$ cat src/rtl/axi_pkg.sv
// Shared AXI constants, the burst master state encoding and a response helper.
package axi_pkg;

  localparam logic [1:0] BURST_INCR  = 2'b01;
  localparam logic [1:0] RESP_OKAY   = 2'b00;
  localparam logic [1:0] RESP_EXOKAY = 2'b01;
  localparam logic [1:0] RESP_SLVERR = 2'b10;
  localparam logic [1:0] RESP_DECERR = 2'b11;

  typedef enum logic [2:0] {
    ST_IDLE,
    ST_WR_ADDR,
    ST_WR_DATA,
    ST_WR_RESP,
    ST_RD_ADDR,
    ST_RD_DATA,
    ST_DONE
  } state_t;

  // OKAY and EXOKAY both count as success.
  function automatic logic resp_is_err(input logic [1:0] resp);
    return (resp == RESP_SLVERR) || (resp == RESP_DECERR);
  endfunction

endpackage

$ cat src/rtl/axi_timeout_cnt.sv
// Watchdog down-counter: reloads whenever the channel makes progress and
// flags expiry on the LIMIT-th consecutive stalled cycle.
module axi_timeout_cnt #(
  parameter int LIMIT = 4096
) (
  input  logic clk,
  input  logic rst_n,
  input  logic load,
  input  logic en,
  output logic expired
);

  localparam int W = $clog2(LIMIT) + 1;
  localparam logic [W-1:0] LOAD_VAL = W'(LIMIT - 1);

  logic [W-1:0] cnt;

  always_ff @(posedge clk or negedge rst_n) begin
    if (!rst_n)
      cnt <= '0;
    else if (load)
      cnt <= LOAD_VAL;
    else if (en && (cnt != '0))
      cnt <= cnt - 1'b1;
  end

  assign expired = en && (cnt == '0);

endmodule

$ cat src/rtl/axi_burst_master.sv
// Single-outstanding AXI INCR burst master: takes one command, runs the
// write or read burst on the AXI channels and reports done/err.
//
// state      | meaning
// -----------+---------------------------------------------------------
// ST_IDLE    | cmd_ready high, waiting for a command
// ST_WR_ADDR | write address valid, waiting for AWREADY
// ST_WR_DATA | wdata stream passed through, beats 0..len
// ST_WR_RESP | BREADY high, waiting for write response
// ST_RD_ADDR | read address valid, waiting for ARREADY
// ST_RD_DATA | read data passed through to the rdata stream
// ST_DONE    | one-cycle done pulse with sticky err
module axi_burst_master
  import axi_pkg::*;
#(
  parameter int ID_WIDTH = 4,
  parameter int TIMEOUT  = 4096
) (
  input  logic                MASTER_CLK,
  input  logic                MASTER_RSTN,

  input  logic                cmd_valid,
  output logic                cmd_ready,
  input  logic                cmd_write,
  input  logic [ID_WIDTH-1:0] cmd_id,
  input  logic [31:0]         cmd_addr,
  input  logic [7:0]          cmd_len,

  input  logic [31:0]         wdata,
  input  logic                wdata_valid,
  output logic                wdata_ready,

  output logic [31:0]         rdata,
  output logic                rdata_last,
  output logic                rdata_valid,
  input  logic                rdata_ready,

  output logic                done,
  output logic                err,

  output logic [ID_WIDTH-1:0] MASTER_WR_ADDR_ID,
  output logic [31:0]         MASTER_WR_ADDR_ADDR,
  output logic [7:0]          MASTER_WR_ADDR_LEN,
  output logic [1:0]          MASTER_WR_ADDR_BURST,
  output logic                MASTER_WR_ADDR_VALID,
  input  logic                MASTER_WR_ADDR_READY,

  output logic [31:0]         MASTER_WR_DATA,
  output logic [3:0]          MASTER_WR_DATA_STRB,
  output logic                MASTER_WR_DATA_LAST,
  output logic                MASTER_WR_DATA_VALID,
  input  logic                MASTER_WR_DATA_READY,

  input  logic [ID_WIDTH-1:0] MASTER_WR_BACK_ID,
  input  logic [1:0]          MASTER_WR_BACK_RESP,
  input  logic                MASTER_WR_BACK_VALID,
  output logic                MASTER_WR_BACK_READY,

  output logic [ID_WIDTH-1:0] MASTER_RD_ADDR_ID,
  output logic [31:0]         MASTER_RD_ADDR_ADDR,
  output logic [7:0]          MASTER_RD_ADDR_LEN,
  output logic [1:0]          MASTER_RD_ADDR_BURST,
  output logic                MASTER_RD_ADDR_VALID,
  input  logic                MASTER_RD_ADDR_READY,

  input  logic [ID_WIDTH-1:0] MASTER_RD_BACK_ID,
  input  logic [31:0]         MASTER_RD_BACK_DATA,
  input  logic [1:0]          MASTER_RD_BACK_DATA_RESP,
  input  logic                MASTER_RD_BACK_DATA_LAST,
  input  logic                MASTER_RD_BACK_DATA_VALID,
  output logic                MASTER_RD_DATA_READY
);

  state_t              state, state_nxt;
  logic [ID_WIDTH-1:0] id_q;
  logic [31:0]         addr_q;
  logic [7:0]          len_q;
  logic [7:0]          beat;
  logic                err_q;
  logic                armed;
  logic                accept, w_beat, r_beat, at_last;
  logic                stall, expired;

  assign accept  = cmd_valid && cmd_ready;
  assign at_last = (beat == len_q);
  assign w_beat  = (state == ST_WR_DATA) && wdata_valid && MASTER_WR_DATA_READY;
  assign r_beat  = (state == ST_RD_DATA) && MASTER_RD_BACK_DATA_VALID && rdata_ready;

  always_comb begin
    stall = 1'b0;
    case (state)
      ST_WR_ADDR: stall = !MASTER_WR_ADDR_READY;
      ST_WR_DATA: stall = !w_beat;
      ST_WR_RESP: stall = !MASTER_WR_BACK_VALID;
      ST_RD_ADDR: stall = !MASTER_RD_ADDR_READY;
      ST_RD_DATA: stall = !r_beat;
      default:    stall = 1'b0;
    endcase
  end

  axi_timeout_cnt #(.LIMIT(TIMEOUT)) u_timeout (
    .clk     (MASTER_CLK),
    .rst_n   (MASTER_RSTN),
    .load    (!stall),
    .en      (stall),
    .expired (expired)
  );

  always_ff @(posedge MASTER_CLK or negedge MASTER_RSTN) begin
    if (!MASTER_RSTN)
      state <= ST_IDLE;
    else
      state <= state_nxt;
  end

  always_comb begin
    state_nxt = state;
    case (state)
      ST_IDLE:    if (accept) state_nxt = cmd_write ? ST_WR_ADDR : ST_RD_ADDR;
      ST_WR_ADDR: if (MASTER_WR_ADDR_READY) state_nxt = ST_WR_DATA;
                  else if (expired) state_nxt = ST_DONE;
      ST_WR_DATA: if (w_beat && at_last) state_nxt = ST_WR_RESP;
                  else if (expired) state_nxt = ST_DONE;
      ST_WR_RESP: if (MASTER_WR_BACK_VALID || expired) state_nxt = ST_DONE;
      ST_RD_ADDR: if (MASTER_RD_ADDR_READY) state_nxt = ST_RD_DATA;
                  else if (expired) state_nxt = ST_DONE;
      ST_RD_DATA: if ((r_beat && (MASTER_RD_BACK_DATA_LAST || at_last)) || expired)
                    state_nxt = ST_DONE;
      ST_DONE:    state_nxt = ST_IDLE;
      default:    state_nxt = ST_IDLE;
    endcase
  end

  // armed keeps cmd_ready low until the first edge after reset release.
  always_ff @(posedge MASTER_CLK or negedge MASTER_RSTN) begin
    if (!MASTER_RSTN) begin
      id_q   <= '0;
      addr_q <= '0;
      len_q  <= '0;
      beat   <= '0;
      err_q  <= 1'b0;
      armed  <= 1'b0;
    end else begin
      armed <= 1'b1;
      if (accept) begin
        id_q   <= cmd_id;
        addr_q <= cmd_addr;
        len_q  <= cmd_len;
        beat   <= '0;
        err_q  <= 1'b0;
      end
      if (w_beat || r_beat)
        beat <= beat + 1'b1;
      if ((state == ST_WR_RESP) && MASTER_WR_BACK_VALID &&
          (resp_is_err(MASTER_WR_BACK_RESP) || (MASTER_WR_BACK_ID != id_q)))
        err_q <= 1'b1;
      // Both an early LAST and a missing LAST on the final beat are errors.
      if (r_beat && (resp_is_err(MASTER_RD_BACK_DATA_RESP) ||
                     (MASTER_RD_BACK_ID != id_q) ||
                     (MASTER_RD_BACK_DATA_LAST != at_last)))
        err_q <= 1'b1;
      if (expired)
        err_q <= 1'b1;
      if (state == ST_DONE)
        err_q <= 1'b0;
    end
  end

  assign MASTER_WR_ADDR_ID   = id_q;
  assign MASTER_WR_ADDR_ADDR = addr_q;
  assign MASTER_WR_ADDR_LEN  = len_q;
  assign MASTER_RD_ADDR_ID   = id_q;
  assign MASTER_RD_ADDR_ADDR = addr_q;
  assign MASTER_RD_ADDR_LEN  = len_q;

  always_comb begin
    cmd_ready            = 1'b0;
    wdata_ready          = 1'b0;
    rdata                = '0;
    rdata_last           = 1'b0;
    rdata_valid          = 1'b0;
    done                 = 1'b0;
    err                  = 1'b0;
    MASTER_WR_ADDR_BURST = 2'b00;
    MASTER_WR_ADDR_VALID = 1'b0;
    MASTER_WR_DATA       = '0;
    MASTER_WR_DATA_STRB  = 4'h0;
    MASTER_WR_DATA_LAST  = 1'b0;
    MASTER_WR_DATA_VALID = 1'b0;
    MASTER_WR_BACK_READY = 1'b0;
    MASTER_RD_ADDR_BURST = 2'b00;
    MASTER_RD_ADDR_VALID = 1'b0;
    MASTER_RD_DATA_READY = 1'b0;
    case (state)
      ST_IDLE:    cmd_ready = armed;
      ST_WR_ADDR: begin
        MASTER_WR_ADDR_BURST = BURST_INCR;
        MASTER_WR_ADDR_VALID = 1'b1;
      end
      ST_WR_DATA: begin
        MASTER_WR_DATA       = wdata;
        MASTER_WR_DATA_STRB  = 4'hF;
        MASTER_WR_DATA_LAST  = at_last;
        MASTER_WR_DATA_VALID = wdata_valid;
        wdata_ready          = MASTER_WR_DATA_READY;
      end
      ST_WR_RESP: MASTER_WR_BACK_READY = 1'b1;
      ST_RD_ADDR: begin
        MASTER_RD_ADDR_BURST = BURST_INCR;
        MASTER_RD_ADDR_VALID = 1'b1;
      end
      ST_RD_DATA: begin
        rdata                = MASTER_RD_BACK_DATA;
        rdata_last           = MASTER_RD_BACK_DATA_LAST;
        rdata_valid          = MASTER_RD_BACK_DATA_VALID;
        MASTER_RD_DATA_READY = rdata_ready;
      end
      ST_DONE: begin
        done = 1'b1;
        err  = err_q;
      end
      default: ;
    endcase
  end

endmodule

$ cat config.mk
export PLATFORM = sky130hd
export DESIGN_NAME = axi_burst_master
export DESIGN_NICKNAME = d
export VERILOG_FILES = /design/src/rtl/axi_pkg.sv /design/src/rtl/axi_timeout_cnt.sv /design/src/rtl/axi_burst_master.sv
export SDC_FILE = /design/constraint.sdc
export NUM_CORES = 1
export LEC_CHECK = 0
export CORE_UTILIZATION = 32
export CTS_CLUSTER_DIAMETER = 60
export DETAILED_ROUTE_END_ITERATION = 8
export GPL_TIMING_DRIVEN = 0
export PLACE_DENSITY = 0.77
export SLEW_MARGIN = 15
export SYNTH_ARGS = -nofsm -noshare
export SYNTH_HDL_FRONTEND = slang
export SYNTH_HIERARCHICAL = 1
export SYNTH_SLANG_ARGS = --single-unit
$ cat constraint.sdc
create_clock -name MASTER_CLK -period 2.6 [get_ports MASTER_CLK]
set_input_delay 0.52 -clock MASTER_CLK [delete_from_list [all_inputs] [get_ports MASTER_CLK]]
set_output_delay 0.52 -clock MASTER_CLK [all_outputs]
set_load 0.005 [all_outputs]
* Word-level counts from Yosys, hierarchy flattened
Index checks and enable logic that the tools add are counted.
Word-level totals: register bits after elaboration 70, input port bits 132, output and inout port bits 172
Cells by class: $add $sub $neg 2, equality and inequality tests 18, mux-type cells 36, reductions and logical operators 32
Operators with widths (number):
- 32-bit 2-to-1 mux | 2
- 13-bit 2-to-1 mux | 2
- 3-bit 2-to-1 mux | 8
- 1-bit 2-to-1 mux | 19
- 3-bit case mux with 6 select lines | 1
- 8-bit 2-to-1 mux | 2
- 13-bit zero test | 1
- 13-bit nonzero test | 1
- 13-bit by 1-bit subtractor with 13-bit output (second input constant) | 1
- 1-bit logical AND | 12
- 3-bit == test (second input constant) | 3
- 1-bit logical OR | 9
- 8-bit by 1-bit adder with 8-bit output (second input constant) | 1
- 2-bit == test (second input constant) | 4
- 8-bit == test | 1
- 4-bit != test | 2
- 3-bit by 2-bit == test with 1-bit output (second input constant) | 2
- 2-bit != test (second input constant) | 3
- 1-bit zero test | 5
- 1-bit case mux with 5 select lines | 1
- 5-bit nonzero test | 1
- 4-bit 2-to-1 mux | 1
- 3-bit by 1-bit == test with 1-bit output (second input constant) | 1
- 3-bit zero test | 1
- 4 further kinds | 4

* Logic depth before layout (Yosys ltp)
Gate-level depths: netlist of run 1.
word-level depth 9, gate-level depth with buffers 11, gate-level depth less buffers 9

* Modules after synthesis
Netlist of run 1, hierarchy kept.
By module, submodules not included:
- axi_burst_master | times used 1, cells each 347, area each 3589.7 um^2, seq. area each 1426.4 um^2
- axi_timeout_cnt | times used 1, cells each 76, area each 768.2 um^2, seq. area each 325.3 um^2

* Worst setup path after synthesis of run 1
OpenSTA, ideal clock, no wires.
path kind reg-to-reg, start point register state[1], end point register u_timeout.cnt[7], arrival 2.583 ns, data required time 2.473 ns, setup slack -0.111 ns, stages on the path, launching flop included 11, path buffers 2, path through dfrtp_1 buf_4 nor3b_2 clkbuf_2 nand3_1 a31oi_1 o21ai_0 or3b_2 nor3_1 mux2i_1 or2_2
Between the ends: cells in the longest elaborated chain, start to end 7, elaborated cells on any way between the ends 15, those cells by class eq/ne: 6; mux: 2; reduce/logical: 7
Ends and longest elaborated chain:
- start: declaration | line axi_burst_master.sv:74 | state_t state, state_nxt;
- start signal: assignment | line axi_burst_master.sv:113 | state <= state_nxt;
- 3-bit == test / 3-bit by 2-bit == test with 1-bit output (equally long branches) | line axi_burst_master.sv:87, axi_burst_master.sv:91, axi_burst_master.sv:86
- 1-bit logical AND, on equally long branches (2 in series) | line axi_burst_master.sv:87, axi_burst_master.sv:86
- 1-bit zero test, on equally long branches | line axi_burst_master.sv:96, axi_burst_master.sv:93
- 1-bit case mux with 5 select lines (*) | line axi_burst_master.sv:91 | case (state)
- named net stall | line axi_burst_master.sv:82 | logic stall, expired;
- 1-bit logical AND | line axi_timeout_cnt.sv:23 | else if (en && (cnt != '0))
- 2-bit != test (no source line)
- end signal: assignment | line axi_timeout_cnt.sv:24 | cnt <= cnt - 1'b1;
- end: declaration | line axi_timeout_cnt.sv:16 | logic [W-1:0] cnt;
The timed path passes the listed nets; every way through them passes the cells marked *. A chain may end at the register's enable or synchronous reset.

* Worst setup path after layout of run 1
start point register state[0], end point output port MASTER_WR_ADDR_BURST[0]
Between the ends: cells in the longest elaborated chain, start to end 2
Ends and longest elaborated chain:
- 3-bit by 1-bit == test with 1-bit output | line axi_burst_master.sv:194 | case (state)
- 1-bit 2-to-1 mux | line axi_burst_master.sv:194
- end: declaration | line axi_burst_master.sv:44 | output logic [1:0] MASTER_WR_ADDR_BURST,
No other way between the ends.

==> results of run 1 <==
[per-stage QoR]
step	setup TNS (ns)	worst slack (ns)	instance area, sq um
2_1_floorplan	0	0.02448	4367
6_report	0	0.02639	8112
5_1_grt	-0.3259	-0.07912	8112
3_3_place_gp	-98.98	-1.361	7580
4_1_cts	0	0.001676	7994
3_5_place_dp	-5.157	-0.6108	7597
[power by group through the flow]
stage / registers (W) / logic (W) / clock network, W
2_1_floorplan: 0.00183 / 0.00168 / 0
3_3_place_gp: 0.00189 / 0.00390 / 0
3_5_place_dp: 0.00191 / 0.00397 / 0
4_1_cts: 0.00191 / 0.00411 / 0.00110
5_1_grt: 0.00195 / 0.00443 / 0.00113
6_report: 0.00190 / 0.00416 / 0.00106
[critical path, stage by stage (launching register included)]
cell             delay [ns]
dfrtp_1                0.34
buf_6                  0.14
clkbuf_2               0.26
nor3b_2                0.33
buf_4                  0.16
clkdlybuf4s50_1        0.49
[sequential cells by signal, summed over array words and instances (netlist names)]
name	cells
MASTER_RD_ADDR_LEN	8
state	3
err_q	1
MASTER_RD_ADDR_ADDR	32
armed	1
u_timeout/cnt	13
beat	8
MASTER_RD_ADDR_ID	4
[metal layers]
metal / routed length, microns / vias to the layer above / global-route usage [%]
met1: 5934 / 2042 / 23.21
met3: 842 / 28 / 4.199
met4: 392 / 0 / 9.494
li1: - / 2063 / -
met5: 0 / - / 0
met2: 7677 / 189 / 36.22
[repair_timing]
item / in CTS / in global routing
setup endpoints to repair: 85 / 72
resized for setup: 35 / 26
pin swaps: 4 / 5
buffers inserted: 6 / 10
[final cells by class]
type / count / area [sq um] / share of cell area, %
well taps: 176 / 220.2 / 2.715
repair buffers: 316 / 3144 / 38.76
inverters: 8 / 30.03 / 0.3702
clock inverters: 2 / 10.01 / 0.1234
flip-flops and latches: 70 / 1753 / 21.61
multi-input cells: 273 / 2166 / 26.70
plain buffers: 72 / 545.5 / 6.725
clock buffers: 13 / 240.2 / 2.962
diodes: 1 / 2.502 / 0.03085
[worst paths after layout]
path | start | endpoint | slack [ns] | cells after the start
min reg2reg | beat[7] | beat[7] | 0.51 | 1
max | state[0] | MASTER_WR_ADDR_BURST[0] | 0.03 | 5
min in group MASTER_CLK | beat[7] | beat[7] | 0.51 | 1
max in group asynchronous | MASTER_RSTN | MASTER_RD_ADDR_ADDR[22] | 1.89 | 2
min | MASTER_RSTN | MASTER_RD_ADDR_ADDR[30] | 0.16 | 1
max reg2reg | state[1] | u_timeout/cnt[10] | 0.05 | 10
[logic make-up after synthesis]
family / Yosys count
other: 2
and+or+nand+nor: 150
DFF: 70
buffers and inverters: 81
xor gates and xnor gates: 19
AOI/OAI and AO/OA: 49
adders and majority gates: 4
muxes: 48
[placed cells by master (no fill, tap or decap), drive strengths merged, types with 5 or more instances in the layout]
cell,Yosys,layout
inv,8,8
nand2b,6,6
nand2,7,7
nor4,5,5
nand3,9,9
clkbuf,12,20
dfrtp,70,70
nor2,6,6
mux2,44,44
buf,61,83
clkdlybuf4s50,0,288
o21ai,13,13
and3,6,6
nor3,8,8
or3,7,7
xnor2,8,8
dlymetal6s2s,0,7
and2,75,75
xor2,11,11
==> impl_metrics.csv, run 1 <==
group,metric,value,unit
grt,antenna_found_initial,1,
cts,clock-sinks,70,
synth,synth_top_cell_by_area,"dfrtp_1",
synth,netlist_area,4358,sq um
flow_run,maxCapViolCount,0,
synth,synth_fa_ha_area_share,1.148,%
worst_hold_path,hp-class,"in -> async",
synth,ys_ff_latch,70,
synth,synth_common_cells,"and2_1, dfrtp_1, buf_4",
place,port_buffers,299,
cells_and_area,fill_cells,1089,
route,via_per_inst,4.642,
pwr,switching_share,29.86,%
die,die_w,118.7,microns
pwr,clockPowerShare,14.9,%
timing,clock_skew,0.006501,ns
synth,synth_warnings,6,
timing,min_period,2.574,ns
pwr,p_seq_share,26.7,%
synth,synth_top_family_by_area,"simple AND/OR/NAND/NOR gates",
place,dp.cells,900,
cts,cts_tree,"done",
route,initialDrtViolationCount,166,
run_status,status,"finished clean",
synth,synth_simple_gate_area_share,21.50,%
cts,cts_buffers,9,
die,pin_count,304,
synth,synth_top_area_share,40.20,%
worst_setup_path,crit_required,2.08,ns
cts,clockBufferDepth,2,
timing,setup_viol,0,
synth,ys_types,55,
timing,hold_ws,0.1589,ns
grt,grt_pass1_vias,4355,
die,core.rowCount,42,
worst_setup_path,worstPathMaxFanout,10,
route,wl_per_cell,15.95,microns
timing,slew_viol_final,0,
cts,clock_latency,0.33,ns
worst_setup_path,critPathKind,"reg -> out",
synth,async_flop_share,100.0,%
die,die_area,14090,sq um
synth,netlist_instances,423,
cells_and_area,layout-drive-gt1-share,22.68,%
synth,synth_ff_type,"dfrtp_1",
place,routabilityCongestion,0.8974,
worst_setup_path,worst_setup_path_end_kind,"output pin",
route,vias,4322,
synth,synth_edf_count,0,
cells_and_area,areaGrowthSynthToFinish,86.13,%
route,drtPass1Iterations,4,
die,coreArea,13240,sq um
cells_and_area,fin_nets,886,
pwr,irDropWorstVdd,0.0006208,V
grt,grt_pass1_wl,22450,microns
cells_and_area,utilization,61.25,%
synth,synth_area_leaders,"dfrtp_1, mux2_2, and2_1",
die,die_h,118.7,microns
synth,yosysMostFrequentCell,"and2_1",
route,wirelength,14850,microns
cts,htreeDepth,3,
timing,worst_pin_slew,0.5625,ns
route,ant_nets,0,
pwr,p_comb_share,58.4,%
pwr,p_switching,0.002125,W
synth,synth-compound-area-share,8.843,%
pwr,powerDensity,877.4,nW/um^2
grt,gr-total-overflow,0,
timing,rsz0062_at_grt,"yes",
timing,hold_viol,0,
pwr,p_leak,3.528,nW
cells_and_area,instances_no_fill,931,
pwr,internal-power,0.004992,W
worst_setup_path,critPathArrivalTime,2.05,ns
synth,ys_seq_area_share,40.20,%
die,initial_utilization,32.91,%
place,dpl.hpwl,11770,microns
timing,finalCritPeriodShare,98.98,%
timing,max_slew_margin,62.50,%
timing,max_freq,0.3886,GHz
pwr,power.total,0.007117,W
synth,synth_xor_area_share,3.819,%
worst_setup_path,startpoint_type,"flip-flop",
cts,root_buffer,"clkbuf_16",
synth,avgSynthCellArea,10.30,sq um
grt,grt_max_degree,37,
cts,postCtsHoldBufs,0,
route,drc,0,
synth,synthMuxAreaShare,12.29,%
cts,clkTransAtPathRegs,0.06,ns
grt,grt_use_total,20.36,%
Note: power is estimated with default switching activity, not from simulation.
==> run 2: changes to the inputs <==
Settings changed: CTS_CLUSTER_DIAMETER 60 to 80.
==> results of run 2 <==
Final layout, timing and power as in run 1 (identical DEF).
